==> src/rtl/hist_pkg.sv <==
// Shared constants and state encoding for the histogram-building pass.
package hist_pkg;

    localparam int unsigned NUM_BINS        = 256;
    localparam int unsigned PIXEL_W         = 8;
    localparam int unsigned PIXELS_PER_WORD = 16;
    localparam int unsigned COUNT_W         = 32;
    localparam int unsigned MEM_DATA_W      = 128;
    localparam int unsigned ADDR_W          = 16;
    localparam int unsigned PIX_IDX_W       = 4;
    localparam int unsigned CTR_W           = 16;

    typedef enum logic [2:0] {
        ST_IDLE,
        ST_CLEAR,
        ST_FETCH,
        ST_ACCUM,
        ST_DRAIN,
        ST_DONE
    } hist_accum_state_t;

endpackage

==> src/rtl/hist_rmw_stage.sv <==
// Write half of the bin read-modify-write: one cycle behind the read, forwarding
// the previous count when the same bin is hit twice in a row.
module hist_rmw_stage
    import hist_pkg::*;
#(
    parameter logic [ADDR_W-1:0] HIST_BASE = 16'h0000
) (
    input  logic                  clock,
    input  logic                  reset,
    input  logic                  in_valid_i,
    input  logic [PIXEL_W-1:0]    in_bin_i,
    input  logic [COUNT_W-1:0]    rd_count_i,
    output logic                  wr_en_o,
    output logic [ADDR_W-1:0]     wr_addr_o,
    output logic [MEM_DATA_W-1:0] wr_data_o
);

    logic               vld_q;
    logic               last_vld_q;
    logic [PIXEL_W-1:0] bin_q;
    logic [PIXEL_W-1:0] last_bin_q;
    logic [COUNT_W-1:0] last_cnt_q;
    logic [COUNT_W-1:0] cnt_d;
    logic               fwd_hit;

    // Memory returns stale data when the previous write targets the same bin.
    always_comb begin
        fwd_hit = last_vld_q && (last_bin_q == bin_q);
        cnt_d   = fwd_hit ? (last_cnt_q + COUNT_W'(1)) : (rd_count_i + COUNT_W'(1));
    end

    always_ff @(posedge clock) begin
        if (reset) begin
            vld_q      <= 1'b0;
            last_vld_q <= 1'b0;
            bin_q      <= '0;
            last_bin_q <= '0;
            last_cnt_q <= '0;
        end else begin
            vld_q      <= in_valid_i;
            bin_q      <= in_bin_i;
            last_vld_q <= vld_q;
            last_bin_q <= bin_q;
            if (vld_q) begin
                last_cnt_q <= cnt_d;
            end
        end
    end

    always_comb begin
        wr_en_o   = vld_q;
        wr_addr_o = vld_q ? (HIST_BASE + ADDR_W'(bin_q)) : '0;
        wr_data_o = vld_q ? MEM_DATA_W'(cnt_d) : '0;
    end

endmodule

==> src/rtl/histogram_accum_ctrl.sv <==
// Histogram pass sequencer: clears 256 bins, then streams pixel words and
// issues one bin read-modify-write per pixel per cycle.
module histogram_accum_ctrl
    import hist_pkg::*;
#(
    parameter int unsigned       NUM_WORDS  = 4096,
    parameter logic [ADDR_W-1:0] INPUT_BASE = 16'h0000,
    parameter logic [ADDR_W-1:0] HIST_BASE  = 16'h0000
) (
    input  logic                  clock,
    input  logic                  reset,
    input  logic                  start_histogram,
    output logic                  busy,
    output logic                  histogram_done,
    output logic [ADDR_W-1:0]     input_read_addr1,
    input  logic [MEM_DATA_W-1:0] input_rdata1,
    output logic [ADDR_W-1:0]     scratch_read_addr1,
    input  logic [MEM_DATA_W-1:0] scratch_rdata1,
    output logic                  scratch_WE,
    output logic [ADDR_W-1:0]     scratch_write_addr,
    output logic [MEM_DATA_W-1:0] scratch_wdata
);

    localparam int unsigned      WORD_IDX_W = CTR_W - PIX_IDX_W;
    localparam logic [CTR_W-1:0] LAST_PIX   = CTR_W'(NUM_WORDS * PIXELS_PER_WORD - 1);
    localparam logic [WORD_IDX_W-1:0] LAST_WORD = WORD_IDX_W'(NUM_WORDS - 1);

    hist_accum_state_t     state_q;
    logic [CTR_W-1:0]      ctr_q;
    logic [MEM_DATA_W-1:0] word_q;

    logic [PIX_IDX_W-1:0]  pix_sel;
    logic [WORD_IDX_W-1:0] word_idx;
    logic [MEM_DATA_W-1:0] word_src;
    logic [PIXEL_W-1:0]    pix_c;
    logic                  rmw_valid;
    logic                  rmw_we;
    logic [ADDR_W-1:0]     rmw_addr;
    logic [MEM_DATA_W-1:0] rmw_data;
    logic                  unused_rdata_hi;

    assign unused_rdata_hi = ^scratch_rdata1[MEM_DATA_W-1:COUNT_W];

    // Pixel 0 of each word comes straight off the memory bus; the rest from the latch.
    always_comb begin
        pix_sel  = ctr_q[PIX_IDX_W-1:0];
        word_idx = ctr_q[CTR_W-1:PIX_IDX_W];
        word_src = (pix_sel == '0) ? input_rdata1 : word_q;
        pix_c    = word_src[{pix_sel, 3'b000} +: PIXEL_W];
    end

    always_ff @(posedge clock) begin
        if (reset) begin
            state_q <= ST_IDLE;
            ctr_q   <= '0;
            word_q  <= '0;
        end else begin
            case (state_q)
                ST_IDLE: begin
                    ctr_q <= '0;
                    if (start_histogram) begin
                        state_q <= ST_CLEAR;
                    end
                end
                ST_CLEAR: begin
                    if (ctr_q[PIXEL_W-1:0] == 8'hFF) begin
                        state_q <= ST_FETCH;
                        ctr_q   <= '0;
                    end else begin
                        ctr_q <= ctr_q + CTR_W'(1);
                    end
                end
                ST_FETCH: begin
                    state_q <= ST_ACCUM;
                    ctr_q   <= '0;
                end
                ST_ACCUM: begin
                    if (pix_sel == '0) begin
                        word_q <= input_rdata1;
                    end
                    if (ctr_q == LAST_PIX) begin
                        state_q <= ST_DRAIN;
                    end else begin
                        ctr_q <= ctr_q + CTR_W'(1);
                    end
                end
                ST_DRAIN: state_q <= ST_DONE;
                ST_DONE:  state_q <= ST_IDLE;
                default:  state_q <= ST_IDLE;
            endcase
        end
    end

    hist_rmw_stage #(
        .HIST_BASE(HIST_BASE)
    ) u_rmw (
        .clock      (clock),
        .reset      (reset),
        .in_valid_i (rmw_valid),
        .in_bin_i   (pix_c),
        .rd_count_i (scratch_rdata1[COUNT_W-1:0]),
        .wr_en_o    (rmw_we),
        .wr_addr_o  (rmw_addr),
        .wr_data_o  (rmw_data)
    );

    // Port decode; the write port belongs to the clear sweep or the RMW stage.
    always_comb begin
        busy               = (state_q != ST_IDLE);
        histogram_done     = (state_q == ST_DONE);
        rmw_valid          = (state_q == ST_ACCUM);
        input_read_addr1   = '0;
        scratch_read_addr1 = '0;
        scratch_WE         = rmw_we;
        scratch_write_addr = rmw_addr;
        scratch_wdata      = rmw_data;
        case (state_q)
            ST_CLEAR: begin
                scratch_WE         = 1'b1;
                scratch_write_addr = HIST_BASE + ADDR_W'(ctr_q[PIXEL_W-1:0]);
                scratch_wdata      = '0;
            end
            ST_FETCH: input_read_addr1 = INPUT_BASE;
            ST_ACCUM: begin
                scratch_read_addr1 = HIST_BASE + ADDR_W'(pix_c);
                if ((pix_sel == 4'hF) && (word_idx != LAST_WORD)) begin
                    input_read_addr1 = INPUT_BASE + ADDR_W'(word_idx) + ADDR_W'(1);
                end
            end
            default: ;
        endcase
    end

endmodule
==> config.mk <==
export PLATFORM = sky130hd
export DESIGN_NAME = histogram_accum_ctrl
export DESIGN_NICKNAME = d
export VERILOG_FILES = /design/src/rtl/hist_pkg.sv /design/src/rtl/hist_rmw_stage.sv /design/src/rtl/histogram_accum_ctrl.sv
export SDC_FILE = /design/constraint.sdc
export NUM_CORES = 1
export LEC_CHECK = 0
export ABC_AREA = 1
export CELL_PAD_IN_SITES_DETAIL_PLACEMENT = 1
export CELL_PAD_IN_SITES_GLOBAL_PLACEMENT = 1
export CORE_ASPECT_RATIO = 1.75
export CORE_MARGIN = 1
export CORE_UTILIZATION = 35
export CTS_CLUSTER_DIAMETER = 60
export DETAILED_ROUTE_END_ITERATION = 12
export PLACE_DENSITY_LB_ADDON = 0.12
export REMOVE_ABC_BUFFERS = 1
export SYNTH_ARGS = -nofsm -noshare
export SYNTH_HDL_FRONTEND = slang
export SYNTH_HIERARCHICAL = 1
export SYNTH_SLANG_ARGS = --single-unit
==> constraint.sdc <==
create_clock -name clock -period 7.5 [get_ports clock]
set_input_delay 0.75 -clock clock [delete_from_list [all_inputs] [get_ports clock]]
set_output_delay 0.75 -clock clock [all_outputs]
set_load 0.02 [all_outputs]
# Word level (Yosys, flattened, before mapping)
# Cells that the tools add are included.
dict set report word_totals {
  ff_bits 197
  out_inout_bits 179
  elab_cells 53
}
dict set report op_classes {
  addsub 4
  muxes 17
  n_reduce_logical 9
  eq_ne 14
  n_shift 1
}
# operator count
set op_table {}
lappend op_table {{128-bit two-way mux} 2}
lappend op_table {{128-bit by 8-bit indexed part select with 8-bit output} 1}
lappend op_table {{32-bit by 1-bit adder with 32-bit output, second input constant} 2}
lappend op_table {{32-bit two-way mux} 2}
lappend op_table {{16-bit two-way mux} 3}
lappend op_table {{16-bit one-hot mux with 3 select lines} 1}
lappend op_table {{13-bit two-way mux} 2}
lappend op_table {{16-bit by 1-bit adder with 16-bit output, second input constant} 1}
lappend op_table {{16-bit == test, second input constant} 1}
lappend op_table {{8-bit two-way mux} 2}
lappend op_table {{3-bit one-hot mux with 5 select lines} 1}
lappend op_table {{12-bit by 1-bit adder with 13-bit output, second input constant} 1}
lappend op_table {{12-bit != test, second input constant} 1}
lappend op_table {{3-bit two-way mux} 3}
lappend op_table {{8-bit == test} 1}
lappend op_table {{8-bit == test, second input constant} 1}
lappend op_table {{2-bit != test, second input constant} 4}
lappend op_table {{3-bit by 2-bit == test with 1-bit output, second input constant} 2}
lappend op_table {{3-bit == test, second input constant} 2}
lappend op_table {{3-bit nonzero test} 2}
lappend op_table {{4-bit == test, second input constant} 1}
lappend op_table {{4-bit zero test} 1}
lappend op_table {{3-bit by 1-bit == test with 1-bit output, second input constant} 1}
lappend op_table {{3-bit zero test} 1}
lappend op_table {{5 further kinds} 6}

# Depth between registers and ports, before layout
# Gate-level depths: netlist of run 1.
dict set report depth {
  depth_word 5
  mapped_depth 21
  depth_no_buf 21
}

# Modules after synthesis
# The synthesis of run 1 kept the hierarchy.
# mod area_each_um2 instances seq_area_each_um2 cells_per_inst
set by_module_without_submodules {}
lappend by_module_without_submodules {histogram_accum_ctrl 10842.9 1 2942.8 1882}
lappend by_module_without_submodules {hist_rmw_stage 4215.3 1 1001.0 690}

# Worst setup path after synthesis of run 1
# OpenSTA, ideal clock, no wires.
dict set report synth_path {
  path_kind {reg2out}
  from {reg ctr_q[0]}
  to {out scratch_read_addr1[1]}
  arrival_time_ns 2.307
  n_path_buf 5
  stages_incl_launch_ff 15
  required_ns 6.750
  path_slack_ns 4.443
  cell_sequence {dfxtp_1 buf_4 clkinv_1 clkbuf_1 ha_1 buf_2 nand2_4 buf_6 buf_2 nand2_1 nand3_1 nand3_1 nand3_1 nand3_1 a21oi_1}
}
dict set report synth_via {
  elab_chain_cells 4
}
# element line_no
set synth_rtl {}
lappend synth_rtl {{start, declared} histogram_accum_ctrl.sv:29} ;# logic [CTR_W-1:0] ctr_q;
lappend synth_rtl {{start signal, assigned} histogram_accum_ctrl.sv:70} ;# ctr_q <= ctr_q + CTR_W'(1);
lappend synth_rtl {{start signal, assigned} histogram_accum_ctrl.sv:84} ;# ctr_q <= ctr_q + CTR_W'(1);
lappend synth_rtl {{4-bit zero test} histogram_accum_ctrl.sv:48} ;# word_src = (pix_sel == '0) ? input_rdata1 : word_q;
lappend synth_rtl {{128-bit two-way mux} n/a}
lappend synth_rtl {{128-bit by 8-bit indexed part select with 8-bit output *} histogram_accum_ctrl.sv:49} ;# pix_c = word_src[{pix_sel, 3'b000} +: PIXEL_W];
lappend synth_rtl {{8-bit two-way mux *} histogram_accum_ctrl.sv:117} ;# case (state_q)
lappend synth_rtl {{end, declared} histogram_accum_ctrl.sv:17} ;# output logic [ADDR_W-1:0] scratch_read_addr1,
# Every way passes the cells marked *; elsewhere a longest branch is shown, timed or not.

# Final worst setup path of run 1
dict set report layout_path {
  from {reg ctr_q[0]}
  to {out scratch_read_addr1[2]}
}
# Same word-level chain as after synthesis.

==> results of run 1 <==
==> registers in the layout, indices dropped and copies added (netlist names) <==
register	flops
u_rmw/last_bin_q	8
word_q	128
u_rmw/wr_en_o	1
ctr_q	16
state_q	3
u_rmw/last_cnt_q	32
u_rmw/last_vld_q	1
u_rmw/bin_q	8
==> cell usage after synthesis (3+ instances only) <==
library cell	number	area, sq um
o21bai_1	7	52.6
nor2_2	12	75.1
buf_6	3	33.8
nand2_2	17	106
a21oi_1	62	310
ha_1	5	62.6
clkbuf_1	41	154
nand2_1	724	2720
nor3_1	7	35.0
clkinv_1	4	15.0
nor2_4	12	135
inv_2	18	67.6
nand3_2	9	90.1
nand3b_1	18	135
nand3_1	400	2000
or2_1	4	25.0
o211ai_1	120	901
o21ai_0	28	140
xor2_1	7	61.3
inv_1	510	1910
nor2_1	126	473
buf_1	7	26.3
dfxtp_1	197	3940
buf_2	79	395
buf_4	127	953
a21oi_2	4	35.0
==> kinds of logic (layout without fill, tap and decap cells) <==
group,after synthesis,in the layout
multiplexers,1,1
AO/OA/AOI/OAI,231,231
buffers and inverters,790,808
adder cells (fa/ha/maj),5,5
flip-flops,197,197
AND/OR/NAND/NOR,1337,1337
other,2,116
XOR/XNOR,9,9
==> report_power, final <==
part           switching (W)  internal (W)  total [W]
clock network       0.000505      0.000476   0.000981
logic               0.000711      0.000313    0.00102
registers          0.0000381       0.00111    0.00115
==> layer usage <==
layer,vias to the layer above,part of all wire (%)
met3,96,2.8
met4,2,3.9
met1,7557,39
li1,7913,-
met2,321,54
met5,-,0.033
==> layout make-up <==
cell class,instances,area [sq um]
fill,5852,24900
multi-input combinational,1699,7990
sequential,197,3950
timing repair buffer,245,2410
inverter,532,2000
tap,561,702
clock buffer,17,425
clock inverter,14,160
==> how the worst max path moves through the flow <==
stage               slack [ns]                    end  depth (start not counted)
global route              1.64  scratch_read_addr1[7]                         14
global placement          2.38  scratch_read_addr1[7]                         14
finish                    1.91  scratch_read_addr1[2]                         14
floorplan                 1.18  scratch_read_addr1[3]                          8
CTS                       1.87  scratch_read_addr1[7]                         14
detailed placement        2.38  scratch_read_addr1[7]                         14
==> per-stage QoR <==
step	util (%)	instance area, sq um	instances
CTS	41.5	17600	3265
detailed placement	40.1	17000	3234
floorplan	-	13900	2428
finish	41.5	17600	3265
global placement	40.1	17000	3234
global route	41.5	17600	3265
==> worst reg2reg max path, cell delays in order, from the launching register on <==
cell      delay, ns
dfxtp_2        0.32
buf_4          0.49
clkinv_1       0.27
ha_4           0.38
nand2_4        0.68
buf_4          0.54
nand2_1        0.13
nand3_1        0.09
nand2_1        0.07
inv_1          0.05
nand2_1        0.06
nand2_1        0.20
nand2_1        0.12
inv_2          0.08
nand2_1        0.07
inv_1          0.06
nor2_1         0.05
==> impl_metrics.csv, run 1 <==
group,metric,value,unit
critical_path,cpLargestDelayFamily,"buffers and inverters",
synth,synth_edf_count,0,
global_routing,track_usage,23.6,%
synth,synthFlopType,"dfxtp_1",
global_routing,grt_max_degree,248,
placed_design,io_buffers,225,
global_routing,gr-max-usage-layer,"met2",
critical_path,rr_startpoint,"ctr_q[0]",
synth,synth_xor_area_share,0.523,%
synth,synth_top_family_by_area,"simple AND/OR/NAND/NOR gates",
placed_design,place_congestion,0.859,
final_layout,layout_common_cells,"nand2_1 (724), inv_1 (510), nand3_1 (400), clkdlybuf4s50_1 (224), dfxtp_1 (196)",
pwr,p_leak,9.85,nW
critical_path,crit_type,"flop to primary output",
floorplan,core_area,42500,sq um
timing,finalWorstSetupSlack,1.91,ns
timing,clock_skew,0.0118,ns
floorplan,ios,438,
pwr,power,0.00316,W
timing,finalMaxSlewViolations,0,
synth,synth-compound-area-share,10.1,%
critical_path,cp_slowest_cell,"clkdlybuf4s50_1",
cts,h-tree-depth,4,
cts,clkSinkCount,197,
synth,synth-async-reset-ratio,0,%
floorplan,die_h,276,um
critical_path,slowest_delay,0.69,ns
route,finalWirelength,51900,um
route,drt_iter0_markers,629,
timing,grt_setup_unrepaired,"false",
timing,setup_tns,0,ns
global_routing,grt_pass1_vias,16333,
global_routing,grt_pass1_wl,83000,um
floorplan,die_area,43900,sq um
worst_hold_path,hold_path.class,"flop to flop",
floorplan,start_util,35.4,%
synth,synth_seq_cells,197,
global_routing,antenna_found_initial,1,
route,ant_nets,0,
critical_path,cp.arrival,4.84,ns
global_routing,use_met1,24.6,%
timing,fmax,179,MHz
critical_path,crit_start,"ctr_q[0]",
synth,synthAdderAreaFrac,0.415,%
timing,fin_crit,5.59,ns
synth,synthCells,2572,
timing,setup_viol,0,
run,maxCapViolations,0,
placed_design,pre_cts_slack,2.38,ns
cts,cts-resized-gates,0,
synth,yosys-mux-area-fraction,0.0748,%
worst_hold_path,hold_end,"u_rmw/last_bin_q[6]",
final_layout,final_common_cell,"nand2_1",
final_layout,layout-drive-gt1-share,4.92,%
critical_path,worstReg2RegEnd,"u_rmw/bin_q[7]",
synth,yosys_warnings,6,
floorplan,fp-row-count,100,
global_routing,grt_use_met2,46.3,%
worst_hold_path,hold_start,"u_rmw/bin_q[6]",
critical_path,r2r_cells,16,
route,dr.pass1.iters,5,
final_layout,antenna_cells,0,
global_routing,grt_overflow,0,
critical_path,crit_buf_inv,5,
cts,cts_tree,"done",
route,wl_per_cell,15.9,um
timing,maxSlewHeadroom,11.7,%
floorplan,dieWidth,159,um
timing,tightest_slew,1.32,ns
cts,holdBufCountCts,0,
critical_path,cp_common_cell,"nand2_1",
final_layout,syn_to_final_growth,17.1,%
final_layout,fin_nets,2956,
timing,period_share,74.6,%
critical_path,critPathRequiredTime,6.75,ns
critical_path,rrSetupSlack,3.72,ns
cts,clockRootBuffer,"clkbuf_16",
timing,final-hold-violation-count,0,
cts,clkLatencyLatePin,0.47,ns
cts,clk_pin_slew,0.08,ns
cts,clockBufferDepth,2,
timing,holdWs,0.466,ns
synth,ys_seq_area_share,26.2,%
cts,cts-buffers-inserted,17,
critical_path,cp-start-kind,"flop",
cts,cts_setup_buffers,0,
pwr,vdd_drop_max,152,uV
critical_path,crit_fanout,69,
route,drc_errors,0,
global_routing,grt_use_met3,2.61,%
route,num_vias,15889,
synth,synthSimpleGateAreaFrac,38.9,%
synth,synth.distinct_cells,45,
outcome,status,"complete, no violations",
worst_hold_path,min_path_cells,2,
synth,synth_area_per_cell,5.85,sq um
synth,syn_area,15100,sq um
critical_path,cp-end-kind,"primary output",
route,vias_per_cell,4.87,
critical_path,crit_chain,"buf_4, clkinv_1, ha_4, nand2_4, buf_4, nand2_1, nand3_1, nand3_1, nand2_1, nand2_1, nand2_1, inv_2, a21oi_1, clkdlybuf4s50_1",
pwr,pwr_density_cell,179,nW/um^2
placed_design,place.detailed.hpwl,36700,um
Power figures use the tool's default switching activity.
==> run 2, diff against run 1 <==
--- a/config.mk
+++ b/config.mk
@@ -10,7 +10,7 @@
 export CELL_PAD_IN_SITES_GLOBAL_PLACEMENT = 1
 export CORE_ASPECT_RATIO = 1.75
 export CORE_MARGIN = 1
-export CORE_UTILIZATION = 35
+export CORE_UTILIZATION = 33
 export CTS_CLUSTER_DIAMETER = 60
 export DETAILED_ROUTE_END_ITERATION = 12
 export PLACE_DENSITY_LB_ADDON = 0.12
==> constraint.sdc (replaced) <==
create_clock -name clock -period 5.6 [get_ports clock]
set_input_delay 0.56 -clock clock [delete_from_list [all_inputs] [get_ports clock]]
set_output_delay 0.56 -clock clock [all_outputs]
set_load 0.02 [all_outputs]
==> run 2 against run 1 <==
  * Final area is 0.34% higher
  * Die area is 6.0% higher
  * Combinational power is 35% higher
  * First-iteration DRC count is 7.9% lower
  * Sequential power is 35% higher
  * Setup slack worse by 1.0 ns
  * Sequential share of layout area is 0.076 points lower
  * Via count is 0.34% lower
  * Largest power group unchanged
==> impl_metrics.csv, run 2 (synthesis results as in run 1) <==
group,metric,value,unit
route,vias_per_cell,4.82,
timing,fin_crit,4.74,ns
critical_path,cp.arrival,4.18,ns
critical_path,cp_common_cell,"nand3_1",
placed_design,place.detailed.hpwl,37600,um
final_layout,fin_nets,2963,
placed_design,placed_area,17100,sq um
route,dr.pass1.iters,5,
floorplan,ios,438,
critical_path,cp-end-kind,"primary output",
critical_path,cp-start-kind,"flop",
final_layout,antenna_cells,0,
pwr,p_leak,9.88,nW
timing,finalMaxSlewViolations,0,
timing,clock_skew,0.0232,ns
final_layout,syn_to_final_growth,17.5,%
final_layout,largest_reg_flops,128,
pwr,pwr_density_cell,236,nW/um^2
timing,period_share,84.6,%
route,drt_iter0_markers,579,
floorplan,dieWidth,163,um
floorplan,die_area,46500,sq um
final_layout,largestRegisters,"word_q (128), u_rmw/last_cnt_q (32), ctr_q (16)",
cts,holdBufCountCts,0,
run,maxCapViolations,0,
critical_path,cp_slowest_cell,"clkdlybuf4s50_1",
pwr,power,0.00418,W
route,num_vias,15835,
placed_design,io_buffers,225,
critical_path,r2r_cells,15,
critical_path,crit_path_end,"scratch_read_addr1[5]",
route,finalWirelength,52700,um
timing,setup_viol,0,
cts,cts_tree,"done",
global_routing,antenna_found_initial,0,
global_routing,grt_max_degree,246,
critical_path,crit_fanout,63,
cts,clockRootBuffer,"clkbuf_16",
final_layout,seqCellArea,3950,sq um
cts,cts-buffers-inserted,17,
floorplan,fp-row-count,103,
timing,maxSlewHeadroom,17.4,%
global_routing,track_usage,22.7,%
final_layout,fin_area,17700,sq um
cts,clockBufferDepth,2,
cts,clk_pin_slew,0.08,ns
final_layout,layout_common_cells,"nand2_1 (724), inv_1 (510), nand3_1 (400), clkdlybuf4s50_1 (224), dfxtp_1 (196)",
final_layout,fill_cells,6126,
cts,h-tree-depth,4,
floorplan,start_util,33.4,%
floorplan,core_area,45100,sq um
floorplan,die_h,285,um
final_layout,fin_cells,3288,
cts,clkSinkCount,197,
critical_path,crit_type,"flop to primary output",
timing,fmax,211,MHz
outcome,status,"complete, no violations",
route,drc_errors,0,
final_layout,layout-drive-gt1-share,5.16,%
worst_hold_path,hold_path.class,"flop to flop",
cts,cts-resized-gates,0,
critical_path,crit_chain,"clkinv_1, ha_4, nand2_4, buf_4, nand2_1, nand3_1, nand3_1, nand3_1, nand3_1, a21oi_1, clkdlybuf4s50_1",
cts,clkLatencyLatePin,0.47,ns
critical_path,slowest_delay,0.68,ns
critical_path,rr_startpoint,"ctr_q[0]",
timing,tightest_slew,1.24,ns
route,wl_per_cell,16.0,um
final_layout,finish.utilization,39.2,%
route,ant_nets,0,
timing,grt_setup_unrepaired,"false",
cts,cts_setup_buffers,0,
critical_path,critPathRequiredTime,5.04,ns
global_routing,grt_overflow,0,
critical_path,worstReg2RegEnd,"u_rmw/bin_q[0]",
global_routing,grt_pass1_vias,16071,
global_routing,grt_pass1_wl,82800,um
pwr,vdd_drop_max,178,uV
critical_path,crit_start,"ctr_q[0]",
critical_path,rrSetupSlack,2.46,ns
final_layout,final_common_cell,"nand2_1",
final_layout,regMostFlops,"word_q",
timing,holdWs,0.469,ns
placed_design,place_congestion,0.874,
final_layout,multi_input_area,7990,sq um
timing,final-hold-violation-count,0,
placed_design,dp_cells,3257,
## run 2: changes by cell type in the layout (fill, tap and decap cells not counted), sizes merged
cell,delta
clkbuf,+2
inv,-2
bufinv,-1
buf,+7
clkinvlp,+1
## run 2: layout make-up
cell class                 count  area share, %
sequential                   197           22.3
multi-input combinational   1699           45.2
clock buffer                  19           2.56
timing repair buffer         252           14.0
inverter                     532           11.3
clock inverter                12          0.608
tap                          577           4.08
## run 2: critical path: cells and delay by family (launching register included)
kind / cells / cell delay (ns)
buffers and inverters: 3 / 1.26
AND/OR/NAND/NOR: 6 / 1.18
flip-flops: 1 / 0.57
adder cells (fa/ha/maj): 1 / 0.35
AO/OA/AOI/OAI: 1 / 0.33
## run 2: power by group
group / total [W] / internal, W / switching, W
clock network: 0.00126 / 0.000607 / 0.000648
registers: 0.00155 / 0.00149 / 0.0000581
logic: 0.00138 / 0.000427 / 0.000949
total: 0.00418 / 0.00252 / 0.00166
## run 2: per-layer routing
metal  share of wire, %  global-route usage (%)  routed length (um)
met4                3.3                    9.19                1740
met2                 55                    44.4               28800
met1                 40                    24.2               20900
met5                  0                       0                   0
met3                2.4                    1.98                1270
## run 2: worst min-delay path by stage
| stage | slack (ns) | start | cells after the start | to |
|---|---|---|---|---|
| 6_report | 0.47 | u_rmw/last_cnt_q[30] | 2 | u_rmw/last_cnt_q[30] |
| 5_1_grt | 0.49 | u_rmw/bin_q[4] | 2 | u_rmw/last_bin_q[4] |
| 4_1_cts | 0.47 | u_rmw/last_cnt_q[7] | 2 | u_rmw/last_cnt_q[7] |
| 3_5_place_dp | 0.46 | u_rmw/last_cnt_q[7] | 2 | u_rmw/last_cnt_q[7] |
| 3_3_place_gp | 0.45 | u_rmw/bin_q[2] | 2 | u_rmw/last_bin_q[2] |
| 2_1_floorplan | 0.43 | u_rmw/bin_q[0] | 2 | u_rmw/last_bin_q[0] |
## run 2: metrics by stage
stage               worst slack [ns]  setup TNS (ns)
finish                         0.861               0
global route                   0.469               0
CTS                            0.761               0
detailed placement              1.27               0
global placement                1.34               0
floorplan                     -0.533           -4.11
